File: config.mk
export PLATFORM = sky130hd
export DESIGN_NAME = iodelay_tap_loader_flat
export DESIGN_NICKNAME = d
export VERILOG_FILES = /design/src/rtl/iodelay_tap_loader_if.sv /design/src/rtl/iodelay_tap_loader.sv /design/src/flat_wrapper.sv
export SDC_FILE = /design/constraint.sdc
export NUM_CORES = 1
export LEC_CHECK = 0
export BUFFER_PORTS_ARGS = -buffer_cell sky130_fd_sc_hd__buf_2
export CORE_UTILIZATION = 43
export CTS_CLUSTER_DIAMETER = 80
export DETAILED_ROUTE_END_ITERATION = 10
export SLEW_MARGIN = 20
export SYNTH_ARGS = -nofsm -noshare
export SYNTH_HDL_FRONTEND = slang
export SYNTH_SLANG_ARGS = --single-unit
File: constraint.sdc
create_clock -name clk_i -period 3.63 [get_ports clk_i]
set_input_delay 0.1815 -clock clk_i [delete_from_list [all_inputs] [get_ports clk_i]]
set_output_delay 0.1815 -clock clk_i [all_outputs]
set_load 0.02 [all_outputs]
File: src/rtl/iodelay_tap_loader_if.sv
// Tap-load request and completion bundle between the config/CSR side
// and the IDELAYE2 tap loader.
interface iodelay_tap_loader_if #(
    parameter int num_lanes_p = 5,
    parameter int tap_width_p = 5
);
    localparam int lane_w_lp = (num_lanes_p > 1) ? $clog2(num_lanes_p) : 1;

    logic                   v_i;
    logic [lane_w_lp-1:0]   lane_i;
    logic [tap_width_p-1:0] tap_i;
    logic                   ready_o;
    logic                   done_v_o;
    logic [lane_w_lp-1:0]   done_lane_o;
    logic                   done_err_o;

    modport master (
        output v_i, lane_i, tap_i,
        input  ready_o, done_v_o, done_lane_o, done_err_o
    );

    modport slave (
        input  v_i, lane_i, tap_i,
        output ready_o, done_v_o, done_lane_o, done_err_o
    );
endinterface

File: src/rtl/iodelay_tap_loader.sv
// Sequences VAR_LOAD tap loads into the RGMII RX IDELAYE2 cells. Keeps a
// shadow tap per lane, replays every shadow after IDELAYCTRL RDY rises,
// then serves single-lane tap changes, verifying each via CNTVALUEOUT.
module iodelay_tap_loader #(
    parameter int num_lanes_p     = 5,
    parameter int tap_width_p     = 5,
    parameter int settle_cycles_p = 4,
    parameter int init_tap_p      = 0
) (
    input  logic                               clk_i,
    input  logic                               reset_i,
    input  logic                               idelayctrl_rdy_i,
    iodelay_tap_loader_if.slave                req_if,
    output logic                               init_done_o,
    output logic                               cal_err_o,
    output logic [num_lanes_p-1:0]             idelay_ld_o,
    output logic [tap_width_p-1:0]             idelay_cntvalue_o,
    input  logic [num_lanes_p*tap_width_p-1:0] idelay_cntvalue_i
);
    localparam int LANE_W = (num_lanes_p > 1) ? $clog2(num_lanes_p) : 1;
    localparam int CNT_W  = (settle_cycles_p > 0) ? $clog2(settle_cycles_p + 1) : 1;

    typedef enum logic [2:0] {
        S_WAIT_RDY,
        S_INIT_LOAD,
        S_INIT_SETTLE,
        S_INIT_CHECK,
        S_IDLE,
        S_LOAD,
        S_SETTLE,
        S_CHECK
    } state_t;

    state_t                 r_state;
    state_t                 w_state_nxt;
    logic                   r_rdy_meta;
    logic                   r_rdy_s;
    logic [LANE_W-1:0]      r_ptr;
    logic [LANE_W-1:0]      r_lane;
    logic [tap_width_p-1:0] r_tap;
    logic [CNT_W-1:0]       r_cnt;
    logic [tap_width_p-1:0] r_cntvalue;
    logic [tap_width_p-1:0] r_shadow [num_lanes_p];
    logic                   r_done_v;
    logic [LANE_W-1:0]      r_done_lane;
    logic                   r_done_err;
    logic                   r_init_done;
    logic                   r_cal_err;

    logic                   w_in_init;
    logic [LANE_W-1:0]      w_sel_lane;
    logic [LANE_W-1:0]      w_ptr_inc;
    logic [tap_width_p-1:0] w_readback;
    logic [tap_width_p-1:0] w_shadow_ptr;
    logic [tap_width_p-1:0] w_shadow_inc;
    logic [tap_width_p-1:0] w_expect;
    logic                   w_mismatch;
    logic [num_lanes_p-1:0] w_ld;
    logic                   w_ready;

    logic                   w_accept;
    logic                   w_cnt_load;
    logic                   w_ptr_clr;
    logic                   w_ptr_step;
    logic                   w_cntval_ld;
    logic [tap_width_p-1:0] w_cntval_nxt;
    logic                   w_done_set;
    logic                   w_done_err;
    logic [LANE_W-1:0]      w_done_lane;
    logic                   w_commit;
    logic                   w_init_set;
    logic                   w_init_clr;
    logic                   w_cal_set;

    assign w_in_init  = (r_state == S_INIT_LOAD) || (r_state == S_INIT_SETTLE) ||
                        (r_state == S_INIT_CHECK);
    assign w_sel_lane = w_in_init ? r_ptr : r_lane;
    assign w_ptr_inc  = r_ptr + 1'b1;
    assign w_expect   = w_in_init ? w_shadow_ptr : r_tap;
    assign w_mismatch = (w_readback != w_expect);
    assign w_ready    = (r_state == S_IDLE) && r_rdy_s;

    // Lane-indexed lookups: readback, shadow taps and the one-hot LD decode
    always_comb begin
        w_readback   = '0;
        w_shadow_ptr = '0;
        w_shadow_inc = '0;
        w_ld         = '0;
        for (int k = 0; k < num_lanes_p; k++) begin
            if (w_sel_lane == LANE_W'(k)) begin
                w_readback = idelay_cntvalue_i[k*tap_width_p +: tap_width_p];
            end
            if (r_ptr == LANE_W'(k)) begin
                w_shadow_ptr = r_shadow[k];
                if (r_state == S_INIT_LOAD) begin
                    w_ld[k] = 1'b1;
                end
            end
            if (w_ptr_inc == LANE_W'(k)) begin
                w_shadow_inc = r_shadow[k];
            end
            if ((r_lane == LANE_W'(k)) && (r_state == S_LOAD)) begin
                w_ld[k] = 1'b1;
            end
        end
    end

    // Two-flop synchroniser for the asynchronous IDELAYCTRL RDY
    always_ff @(posedge clk_i) begin
        if (reset_i) begin
            r_rdy_meta <= 1'b0;
            r_rdy_s    <= 1'b0;
        end else begin
            r_rdy_meta <= idelayctrl_rdy_i;
            r_rdy_s    <= r_rdy_meta;
        end
    end

    // FSM state register
    always_ff @(posedge clk_i) begin
        if (reset_i) begin
            r_state <= S_WAIT_RDY;
        end else begin
            r_state <= w_state_nxt;
        end
    end

    // FSM next-state and per-cycle control decode; RDY loss overrides everything
    always_comb begin
        w_state_nxt  = r_state;
        w_accept     = 1'b0;
        w_cnt_load   = 1'b0;
        w_ptr_clr    = 1'b0;
        w_ptr_step   = 1'b0;
        w_cntval_ld  = 1'b0;
        w_cntval_nxt = r_cntvalue;
        w_done_set   = 1'b0;
        w_done_err   = 1'b0;
        w_done_lane  = r_lane;
        w_commit     = 1'b0;
        w_init_set   = 1'b0;
        w_init_clr   = 1'b0;
        w_cal_set    = 1'b0;

        if (!r_rdy_s && (r_state != S_WAIT_RDY)) begin
            w_state_nxt = S_WAIT_RDY;
            w_init_clr  = 1'b1;
            if ((r_state == S_LOAD) || (r_state == S_SETTLE) || (r_state == S_CHECK)) begin
                w_done_set = 1'b1;
                w_done_err = 1'b1;
            end
        end else begin
            case (r_state)
                S_WAIT_RDY: begin
                    if (r_rdy_s) begin
                        w_state_nxt  = S_INIT_LOAD;
                        w_ptr_clr    = 1'b1;
                        w_cntval_ld  = 1'b1;
                        w_cntval_nxt = r_shadow[0];
                    end
                end
                S_INIT_LOAD: begin
                    w_state_nxt = S_INIT_SETTLE;
                    w_cnt_load  = 1'b1;
                end
                S_INIT_SETTLE: begin
                    if (r_cnt == CNT_W'(1)) begin
                        w_state_nxt = S_INIT_CHECK;
                    end
                end
                S_INIT_CHECK: begin
                    w_cal_set = w_mismatch;
                    if (r_ptr == LANE_W'(num_lanes_p - 1)) begin
                        w_state_nxt = S_IDLE;
                        w_init_set  = 1'b1;
                    end else begin
                        w_state_nxt  = S_INIT_LOAD;
                        w_ptr_step   = 1'b1;
                        w_cntval_ld  = 1'b1;
                        w_cntval_nxt = w_shadow_inc;
                    end
                end
                S_IDLE: begin
                    if (req_if.v_i) begin
                        w_accept = 1'b1;
                        if (int'(req_if.lane_i) >= num_lanes_p) begin
                            w_done_set  = 1'b1;
                            w_done_err  = 1'b1;
                            w_done_lane = req_if.lane_i;
                        end else begin
                            w_state_nxt  = S_LOAD;
                            w_cntval_ld  = 1'b1;
                            w_cntval_nxt = req_if.tap_i;
                        end
                    end
                end
                S_LOAD: begin
                    w_state_nxt = S_SETTLE;
                    w_cnt_load  = 1'b1;
                end
                S_SETTLE: begin
                    if (r_cnt == CNT_W'(1)) begin
                        w_state_nxt = S_CHECK;
                    end
                end
                S_CHECK: begin
                    w_state_nxt = S_IDLE;
                    w_done_set  = 1'b1;
                    w_done_err  = w_mismatch;
                    w_commit    = !w_mismatch;
                end
                default: begin
                    w_state_nxt = S_WAIT_RDY;
                end
            endcase
        end
    end

    // Control registers: lane pointer, settle counter, CNTVALUEIN, status and done pulse
    always_ff @(posedge clk_i) begin
        if (reset_i) begin
            r_ptr       <= '0;
            r_cnt       <= '0;
            r_cntvalue  <= '0;
            r_done_v    <= 1'b0;
            r_done_lane <= '0;
            r_done_err  <= 1'b0;
            r_init_done <= 1'b0;
            r_cal_err   <= 1'b0;
        end else begin
            if (w_ptr_clr) begin
                r_ptr <= '0;
            end else if (w_ptr_step) begin
                r_ptr <= w_ptr_inc;
            end

            if (w_cnt_load) begin
                r_cnt <= CNT_W'(settle_cycles_p);
            end else if ((r_state == S_SETTLE) || (r_state == S_INIT_SETTLE)) begin
                r_cnt <= r_cnt - 1'b1;
            end

            if (w_cntval_ld) begin
                r_cntvalue <= w_cntval_nxt;
            end

            r_done_v <= w_done_set;
            if (w_done_set) begin
                r_done_lane <= w_done_lane;
                r_done_err  <= w_done_err;
            end

            if (w_init_clr) begin
                r_init_done <= 1'b0;
            end else if (w_init_set) begin
                r_init_done <= 1'b1;
            end

            if (w_cal_set) begin
                r_cal_err <= 1'b1;
            end
        end
    end

    // Latched request lane and tap, held through LOAD/SETTLE/CHECK
    always_ff @(posedge clk_i) begin
        if (w_accept) begin
            r_lane <= req_if.lane_i;
            r_tap  <= req_if.tap_i;
        end
    end

    // Shadow taps: reinitialised on reset, updated only by a verified load
    always_ff @(posedge clk_i) begin
        for (int k = 0; k < num_lanes_p; k++) begin
            if (reset_i) begin
                r_shadow[k] <= tap_width_p'(init_tap_p);
            end else if (w_commit && (r_lane == LANE_W'(k))) begin
                r_shadow[k] <= r_tap;
            end
        end
    end

    assign req_if.ready_o     = w_ready;
    assign req_if.done_v_o    = r_done_v;
    assign req_if.done_lane_o = r_done_lane;
    assign req_if.done_err_o  = r_done_err;
    assign init_done_o        = r_init_done;
    assign cal_err_o          = r_cal_err;
    assign idelay_ld_o        = w_ld;
    assign idelay_cntvalue_o  = r_cntvalue;
endmodule

File: src/flat_wrapper.sv
// flat-port wrapper written by rule: the top's interface ports become plain ports
module iodelay_tap_loader_flat 
#(
    parameter int num_lanes_p     = 5,
    parameter int tap_width_p     = 5,
    parameter int settle_cycles_p = 4,
    parameter int init_tap_p      = 0
)
  (clk_i, reset_i, idelayctrl_rdy_i, init_done_o, cal_err_o, idelay_ld_o, idelay_cntvalue_o, idelay_cntvalue_i, req_if_v_i, req_if_lane_i, req_if_tap_i, req_if_ready_o, req_if_done_v_o, req_if_done_lane_o, req_if_done_err_o);
  iodelay_tap_loader_if #(.num_lanes_p(num_lanes_p), .tap_width_p(tap_width_p)) req_if_i ();
  input  logic clk_i;
  input  logic reset_i;
  input  logic idelayctrl_rdy_i;
  output logic init_done_o;
  output logic cal_err_o;
  output logic [num_lanes_p-1:0] idelay_ld_o;
  output logic [tap_width_p-1:0] idelay_cntvalue_o;
  input  logic [num_lanes_p*tap_width_p-1:0] idelay_cntvalue_i;
  input wire logic [$bits(req_if_i.v_i)-1:0] req_if_v_i;
  input wire logic [$bits(req_if_i.lane_i)-1:0] req_if_lane_i;
  input wire logic [$bits(req_if_i.tap_i)-1:0] req_if_tap_i;
  output wire logic [$bits(req_if_i.ready_o)-1:0] req_if_ready_o;
  output wire logic [$bits(req_if_i.done_v_o)-1:0] req_if_done_v_o;
  output wire logic [$bits(req_if_i.done_lane_o)-1:0] req_if_done_lane_o;
  output wire logic [$bits(req_if_i.done_err_o)-1:0] req_if_done_err_o;
  assign req_if_i.v_i = req_if_v_i;
  assign req_if_i.lane_i = req_if_lane_i;
  assign req_if_i.tap_i = req_if_tap_i;
  assign req_if_ready_o = req_if_i.ready_o;
  assign req_if_done_v_o = req_if_i.done_v_o;
  assign req_if_done_lane_o = req_if_i.done_lane_o;
  assign req_if_done_err_o = req_if_i.done_err_o;
  iodelay_tap_loader #(.num_lanes_p(num_lanes_p), .tap_width_p(tap_width_p), .settle_cycles_p(settle_cycles_p), .init_tap_p(init_tap_p)) u_core (.clk_i(clk_i), .reset_i(reset_i), .idelayctrl_rdy_i(idelayctrl_rdy_i), .req_if(req_if_i), .init_done_o(init_done_o), .cal_err_o(cal_err_o), .idelay_ld_o(idelay_ld_o), .idelay_cntvalue_o(idelay_cntvalue_o), .idelay_cntvalue_i(idelay_cntvalue_i));
endmodule
Word level (Yosys, flattened, before mapping)
Memories as Yosys holds them, arrays and structs flattened.
Cells that the tools add are included.
{"block": "totals", "elab_cells": 187, "input_bits": 37, "memories": 1, "output_inout_bits": 18, "ramBits": 25, "reg_bits": 31}
{"name": "u_core.r_shadow", "depth": 5, "width": 5, "read_ports": 5, "rd_clocked_by_memory_dff": 0, "wr": 5, "line": "iodelay_tap_loader.sv:43", "rtl": "logic [tap_width_p-1:0] r_shadow [num_lanes_p];"}
{"block": "classes", "add_sub_neg": 2, "n_reduce_logical": 34, "bitwise_logic": 6, "mux": 98, "n_eq_ne": 31, "order_cmp": 1}
{"operator": "5-bit two-way mux", "count": 25}
{"operator": "1-bit two-way mux", "count": 55}
{"operator": "3-bit two-way mux", "count": 13}
{"operator": "3-bit by 2-bit equality test with 1-bit output, second input constant", "count": 10}
{"operator": "3-bit equality test, second input constant", "count": 8}
{"operator": "3-bit one-hot mux with 8 select lines", "count": 1}
{"operator": "3-bit by 1-bit equality test with 1-bit output, second input constant", "count": 6}
{"operator": "3-bit zero test", "count": 5}
{"operator": "5-bit one-hot mux with 3 select lines", "count": 1}
{"operator": "1-bit logical AND", "count": 12}
{"operator": "2-bit OR reduction", "count": 5}
{"operator": "2-bit inequality test, second input constant", "count": 4}
{"operator": "7-bit AND reduction", "count": 1}
{"operator": "3-bit nonzero test", "count": 2}
{"operator": "1-bit logical OR", "count": 5}
{"operator": "5-bit inequality test", "count": 1}
{"operator": "1-bit bitwise OR", "count": 5}
{"operator": "5-bit AND reduction", "count": 1}
{"operator": "2-bit by 1-bit inequality test with 1-bit output, second input constant", "count": 2}
{"operator": "1-bit one-hot mux with 2 select lines", "count": 2}
{"operator": "3-bit by 1-bit adder with 3-bit output, second input constant", "count": 1}
{"operator": "3-bit >= comparator, second input constant", "count": 1}
{"operator": "1-bit one-hot mux with 3 select lines", "count": 1}
{"operator": "3-bit by 1-bit subtractor with 3-bit output, second input constant", "count": 1}
{"operator": "other kinds (3)", "count": 4}

Longest topological paths before layout
Gate-level depths: netlist of run 1.
{"block": "depth", "depth_word": 19, "mapped_depth": 11, "ltp_nobuf": 10}

Worst setup path after synthesis of run 1
No wires, ideal clock.
{"block": "synth_path", "path_type": "flip-flop to flip-flop", "from": "register u_core.r_ptr[0]", "to": "memory u_core.r_shadow[0][0] (enable)", "path_stages_with_launch": 11, "setup_ns": 0.316, "t_required_ns": 3.314, "t_arrival_ns": 2.551, "path_buffers": 1, "slack_ns": 0.763, "synth_period_minus_slack_ns": 2.867, "path_cell_list": "dfxtp_1 -> ha_1 -> clkbuf_1 -> nor2b_1 -> a221o_1 -> nand3_1 -> a31oi_1 -> xor2_1 -> nor4_4 -> nand4_2 -> nand2b_1"}
{"item": "start, declared", "line": "iodelay_tap_loader.sv:38", "rtl": "logic [LANE_W-1:0] r_ptr;"}
{"item": "start signal, assigned", "line": "iodelay_tap_loader.sv:234", "rtl": "r_ptr <= w_ptr_inc;"}
{"item": "end, declared", "line": "iodelay_tap_loader.sv:43"}

==> impl_metrics.env, run 1 <==
export IMPL_status="finished clean"
export IMPL_initial_core_util_pct=45.4
export IMPL_cts_buffers=5
export IMPL_fillers=733
export IMPL_timing_final_ws_setup_ns=0.391
export IMPL_cpPeakStageDelay_ns=0.45
export IMPL_criticalPathCategory="flop to flop"
export IMPL_synth_edf_count=33
export IMPL_drc=0
export IMPL_power_frac_seq_pct=58.9
export IMPL_nets=465
export IMPL_fin_crit_sh_pct=89.2
export IMPL_critical_path_cell_chain="inv_1 > ha_1 > nand2_1 > or3_1 > o21ai_0 > a31oi_1 > xor2_1 > nor4_4 > buf_4 > nand4_2 > nand2b_1"
export IMPL_placed_cell_area_mm2=0.00371
export IMPL_fin_area_mm2=0.00381
export IMPL_slew_viol_final=0
export IMPL_synth_commonest_cells="nor2_1 (55), edfxtp_1 (33), nand2_1 (32), o21ai_0 (25), a21oi_1 (24)"
export IMPL_finish_utilization_pct=51.7
export IMPL_antenna_found_initial=0
export IMPL_critPathCaptureType="flop"
export IMPL_clk_latency_ns=0.32
export IMPL_io_buffers=54
export IMPL_grt_total_usage_pct=23.1
export IMPL_io_pins=55
export IMPL_tns_ns=0
export IMPL_vias=3006
export IMPL_synthToLayoutAreaGrowth_pct=13.8
export IMPL_die_height_um=90.2
export IMPL_die_w_um=90.2
export IMPL_yosysWarnings=0
export IMPL_slew_headroom_pct=48.4
export IMPL_p_leak_uw=0.00147
export IMPL_cts_tree="yes"
export IMPL_power_switching_uw=302
export IMPL_clkPwrFrac_pct=31.0
export IMPL_dp_final_hpwl_mm=6.83
export IMPL_skew_ns=0.0117
export IMPL_start_kind="flop"
export IMPL_n_antenna_cell=0
export IMPL_grt_max_degree=45
export IMPL_yosys_area_top_type_share_pct=29.6
export IMPL_cp_arrival_ns=3.25
export IMPL_synth_ff_type="edfxtp_1"
export IMPL_dieArea_mm2=0.00813
export IMPL_drt_iter0_markers=155
export IMPL_synth_area_mm2=0.00334
export IMPL_grt_pass1_wl_mm=14.8
export IMPL_synth_seq_cells=56
export IMPL_layout_drive_gt1_share_pct=19.7
export IMPL_dr_pass1_iters=5
export IMPL_htree_num_levels=2
export IMPL_cp_required_ns=3.64
export IMPL_synth_distinct_cells=42
export IMPL_critPathSlowestCell="ha_1"
export IMPL_hold_path_class="input port to flop"
export IMPL_drt_wl_total_mm=9.11
export IMPL_yosysTopAreaCell="edfxtp_1"
export IMPL_p_int_uw=898
export IMPL_synthTopCellsByArea="edfxtp_1 (30%), dfxtp_1 (14%), nor2_1 (6.2%)"
export IMPL_fmax_mhz=309
export IMPL_wl_per_cell_um=17.5
export IMPL_cts_setup_buffers=0
export IMPL_syn_inst=371
export IMPL_clk_pin_slew_ns=0.11
export IMPL_cts_root_buffer="clkbuf_8"
export IMPL_tightest_slew_ns=0.771
export IMPL_setup_viol=0
export IMPL_grt_pass1_vias=2930
export IMPL_combPwrFrac_pct=10.1
export IMPL_fin_hold_ws_ns=0.0481
export IMPL_ctsHoldBuffers=0
export IMPL_gp_congestion=0.858
export IMPL_crit_fanout=13
export IMPL_hold_violations=0
export IMPL_ant_nets=0
export IMPL_synth_nets=416
export IMPL_power_density_mw_per_mm2=315
export IMPL_power_share_switching_pct=25.1
export IMPL_via_per_inst=5.78
export IMPL_cts_sinks=56
export IMPL_cap_violations=0
export IMPL_dp_worst_setup_slack_ns=0.433
export IMPL_rows=31
export IMPL_avgSynthCellArea_um2=9.01
export IMPL_ys_seq_area_share_pct=43.4
export IMPL_synthArstFlopShare_pct=0
export IMPL_period_needed_ns=3.24
export IMPL_overflow=0
export IMPL_core_mm2=0.00737
export IMPL_ctsResizeCount=0
export IMPL_synth_most_common_cell="nor2_1"
export IMPL_peakVddDrop_v=0.000199
export IMPL_rsz0062_at_grt="no"
export IMPL_cts_buffer_depth=2
-- worst max-delay path, delay by kind of cell (launching register included) --
family          cells  cell delay, ns
simple gates        5            1.35
xor+xnor            1            0.21
flops               1            0.41
fa+ha+maj           1            0.45
buf+inv             2            0.34
compound gates      2            0.16
-- per-layer routing --
layer	vias to the layer above	GRT usage [%]	wire length, µm
li1	1448	-	-
met1	1461	30.6	4270
met2	83	39.8	4380
met3	14	2.88	302
met4	0	6.45	157
met5	-	0	0
-- power groups by stage --
| stage | Combinational (µW) | Sequential [µW] | Clock (µW) |
|---|---|---|---|
| floorplan | 74.5 | 716 | 0 |
| global placement | 120 | 721 | 0 |
| detailed placement | 121 | 721 | 0 |
| CTS | 121 | 706 | 377 |
| global route | 134 | 709 | 402 |
| finish | 121 | 707 | 372 |
-- cell usage in the layout (no fill, tap or decap), drive strengths merged, types with 2 or more instances in the layout --
master	netlist	routed
and2	3	3
o21ai	27	27
dfxtp	23	23
and3b	2	2
or3	6	6
inv	8	8
nand2b	14	14
nor3	13	13
a222oi	5	5
a31oi	6	6
nand2	32	32
a211oi	8	8
a32o	5	5
and3	4	4
nor2	55	55
clkbuf	17	7
edfxtp	33	33
buf	4	63
mux2i	8	8
nor3b	4	4
o21bai	3	3
or2	2	2
mux2	3	3
nand4	5	5
nor2b	12	12
nand3	5	5
ha	8	8
a21oi	24	24
xnor2	3	3
o22ai	6	6
a22oi	11	11
xor2	4	4
a221o	4	4
-- sequential cells by signal, summed over array words and instances (netlist names) --
name                       cells
u_core.r_shadow               25
u_core.r_ptr                   3
u_core.r_state                 3
u_core.r_rdy_s                 1
u_core.r_rdy_meta              1
u_core.req_if.done_v_o         1
u_core.req_if.done_err_o       1
u_core.init_done_o             1
u_core.req_if.done_lane_o      3
u_core.cal_err_o               1
u_core.r_lane                  3
u_core.idelay_cntvalue_o       5
u_core.r_tap                   5
u_core.r_cnt                   3
-- logic make-up (layout without fill, tap and decap cells) --
family	Yosys count	after routing	synth area share, %
AOI/OAI and AO/OA	101	101	19.9
xor gates and xnor gates	7	7	2.06
adders and majority gates	8	8	2.99
buffers and inverters	29	79	3.70
DFF	56	56	43.4
muxes	11	11	3.63
and+or+nand+nor	159	159	24.4
-- metrics by stage --
step	instances	total power, µW
floorplan	371	791
global placement	512	841
detailed placement	512	842
CTS	520	1200
global route	520	1250
finish	520	1200
-- cell type report --
cell class	count	area, µm²	area share, %
clock buffers	7	86.3	2.27
inverters	8	30.0	0.789
multi-input cells	286	1770	46.5
repair buffers	63	338	8.87
flip-flops and latches	56	1450	38.1
clock inverters	1	8.76	0.230
well taps	99	124	3.25
-- final timing paths --
path / start / endpoint / slack, ns / cells past startpoint
max: u_core.r_ptr[0] / u_core.r_shadow[3][4] / 0.39 / 11
min: req_if_lane_i[2] / u_core.r_lane[2] / 0.05 / 1
max reg2reg: u_core.r_ptr[0] / u_core.r_shadow[3][4] / 0.39 / 11
min reg2reg: u_core.r_rdy_meta / u_core.r_rdy_s / 0.45 / 1
(Power assumes the default switching activity.)
==> inputs of run 2 (changes only) <==
CORE_UTILIZATION = 40   (was 43)
==> impl_metrics.env, run 2 (same netlist as run 1, synthesis figures left out) <==
export IMPL_status="finished clean"
export IMPL_dp_worst_setup_slack_ns=0.422
export IMPL_layout_drive_gt1_share_pct=19.5
export IMPL_setup_viol=0
export IMPL_power_density_mw_per_mm2=312
export IMPL_hold_violations=0
export IMPL_hold_path_class="input port to flop"
export IMPL_critPathSlowestCell="ha_1"
export IMPL_met2_usage_pct=36.2
export IMPL_critPathCaptureType="flop"
export IMPL_core_mm2=0.00789
export IMPL_tightest_slew_ns=0.792
export IMPL_p_int_uw=879
export IMPL_clk_pin_slew_ns=0.11
export IMPL_ctsResizeCount=0
export IMPL_vias=2988
export IMPL_overflow=0
export IMPL_final_common_cell="nor2_1"
export IMPL_final_cell_mix="nor2_1 (55), buf_2 (54), edfxtp_1 (33), nand2_1 (32), o21ai_0 (25)"
export IMPL_skew_ns=0.0111
export IMPL_cts_buffers=5
export IMPL_reg2reg_from="u_core.r_ptr[0]"
export IMPL_crit_fanout=13
export IMPL_ant_nets=0
export IMPL_cts_root_buffer="clkbuf_8"
export IMPL_drc=0
export IMPL_antenna_found_initial=0
export IMPL_grt_total_usage_pct=21.8
export IMPL_cts_tree="yes"
export IMPL_power_share_switching_pct=25.6
export IMPL_period_needed_ns=3.33
export IMPL_r2r_end="u_core.r_shadow[4][3]"
export IMPL_die_height_um=93.4
export IMPL_cpPeakStageDelay_ns=0.44
export IMPL_cap_violations=0
export IMPL_synthToLayoutAreaGrowth_pct=13.5
export IMPL_largest_reg_flops=25
export IMPL_fin_crit_sh_pct=91.6
export IMPL_wl_per_cell_um=17.7
export IMPL_htree_num_levels=2
export IMPL_nets=464
export IMPL_combPwrFrac_pct=10.3
export IMPL_grt_pass1_vias=2802
export IMPL_fin_area_mm2=0.00379
export IMPL_die_w_um=93.4
export IMPL_cp_required_ns=3.64
export IMPL_slew_headroom_pct=47.0
export IMPL_path_delay_family="simple AND/OR/NAND/NOR gates"
export IMPL_rows=32
export IMPL_path_buf_inv=2
export IMPL_gp_congestion=0.976
export IMPL_clk_latency_ns=0.32
export IMPL_critPathCapture="u_core.r_shadow[4][3]"
export IMPL_grt_use_met1_pct=28.3
export IMPL_use_met3_pct=4.07
export IMPL_criticalPathCategory="flop to flop"
export IMPL_dr_pass1_iters=5
export IMPL_power_frac_seq_pct=59.8
export IMPL_drt_wl_total_mm=9.26
export IMPL_ctsHoldBuffers=0
export IMPL_cts_buffer_depth=2
export IMPL_cts_sinks=56
export IMPL_io_buffers=54
export IMPL_peakVddDrop_v=0.000161
export IMPL_dp_final_hpwl_mm=7.06
export IMPL_rsz0062_at_grt="no"
export IMPL_power_switching_uw=303
export IMPL_slew_viol_final=0
export IMPL_critical_path_cell_chain="inv_1 > ha_1 > nor2b_1 > a221o_1 > nand3_1 > a31oi_1 > xor2_1 > nor4_4 > buf_4 > nand4_2 > nand2b_1"
export IMPL_reg2reg_slack_ns=0.30
export IMPL_gr_max_usage_layer="met2"
export IMPL_fmax_mhz=301
export IMPL_cp_arrival_ns=3.33
export IMPL_placed_cell_area_mm2=0.00371
export IMPL_p_leak_uw=0.00147
export IMPL_regMostFlops="u_core.r_shadow"
export IMPL_via_per_inst=5.72
export IMPL_initial_core_util_pct=42.4
export IMPL_n_antenna_cell=0
export IMPL_crit_cells=11
export IMPL_r2r_cells=11
export IMPL_timing_final_ws_setup_ns=0.305
export IMPL_drt_iter0_markers=213
export IMPL_grt_pass1_wl_mm=14.3
export IMPL_grt_max_degree=45
export IMPL_finish_utilization_pct=48.1
export IMPL_start_kind="flop"
export IMPL_crit_start="u_core.r_ptr[0]"
export IMPL_dieArea_mm2=0.00873
export IMPL_tns_ns=0
export IMPL_cts_setup_buffers=0
export IMPL_io_pins=55
export IMPL_clkPwrFrac_pct=29.9
-- run 2: cell count changes in the layout (fill, tap and decap cells not counted) --
cell | previous run | this run
clkinv_4 | 1 | 0
inv_6 | 0 | 1
buf_4 | 9 | 8
clkinv_2 | 0 | 1
clkbuf_8 | 6 | 5
-- run 2: worst min-delay path by stage --
stage | to | from | slack (ns) | cells past startpoint
after CTS | u_core.r_lane[2] | req_if_lane_i[2] | 0.05 | 1
final | u_core.r_lane[2] | req_if_lane_i[2] | 0.06 | 1
after global placement | u_core.r_tap[1] | req_if_tap_i[1] | 0.38 | 1
after detailed placement | u_core.r_tap[0] | req_if_tap_i[0] | 0.38 | 1
after floorplan | u_core.r_lane[0] | req_if_lane_i[0] | 0.28 | 0
after global routing | u_core.r_lane[2] | req_if_lane_i[2] | 0.03 | 1
-- run 2: layer usage --
layer	routed length (µm)	vias up
met4	248	0
met1	4240	1401
li1	-	1457
met2	4220	106
met3	563	24
met5	0	-
-- run 2: area by class of cell --
class | instances | area (µm²)
fill | 779 | 4090
multi-input combinational | 286 | 1770
sequential | 56 | 1450
timing repair buffer | 62 | 330
tap | 102 | 128
clock buffer | 6 | 72.6
inverter | 8 | 30.0
clock inverter | 2 | 13.8
-- run 2: power by group through the flow --
stage | sequential, µW | clock, µW | combinational (µW)
3_5_place_dp | 721 | 0 | 121
2_1_floorplan | 716 | 0 | 74.5
3_3_place_gp | 721 | 0 | 120
6_report | 707 | 354 | 122
5_1_grt | 709 | 381 | 133
4_1_cts | 706 | 358 | 121
-- run 2: stage by stage --
step           total power, µW  cells  hold slack [ns]
4_1_cts                   1190    522           0.0496
5_1_grt                   1220    522           0.0344
3_5_place_dp               842    514            0.377
3_3_place_gp               842    514            0.380
2_1_floorplan              791    371            0.280
6_report                  1180    522           0.0569
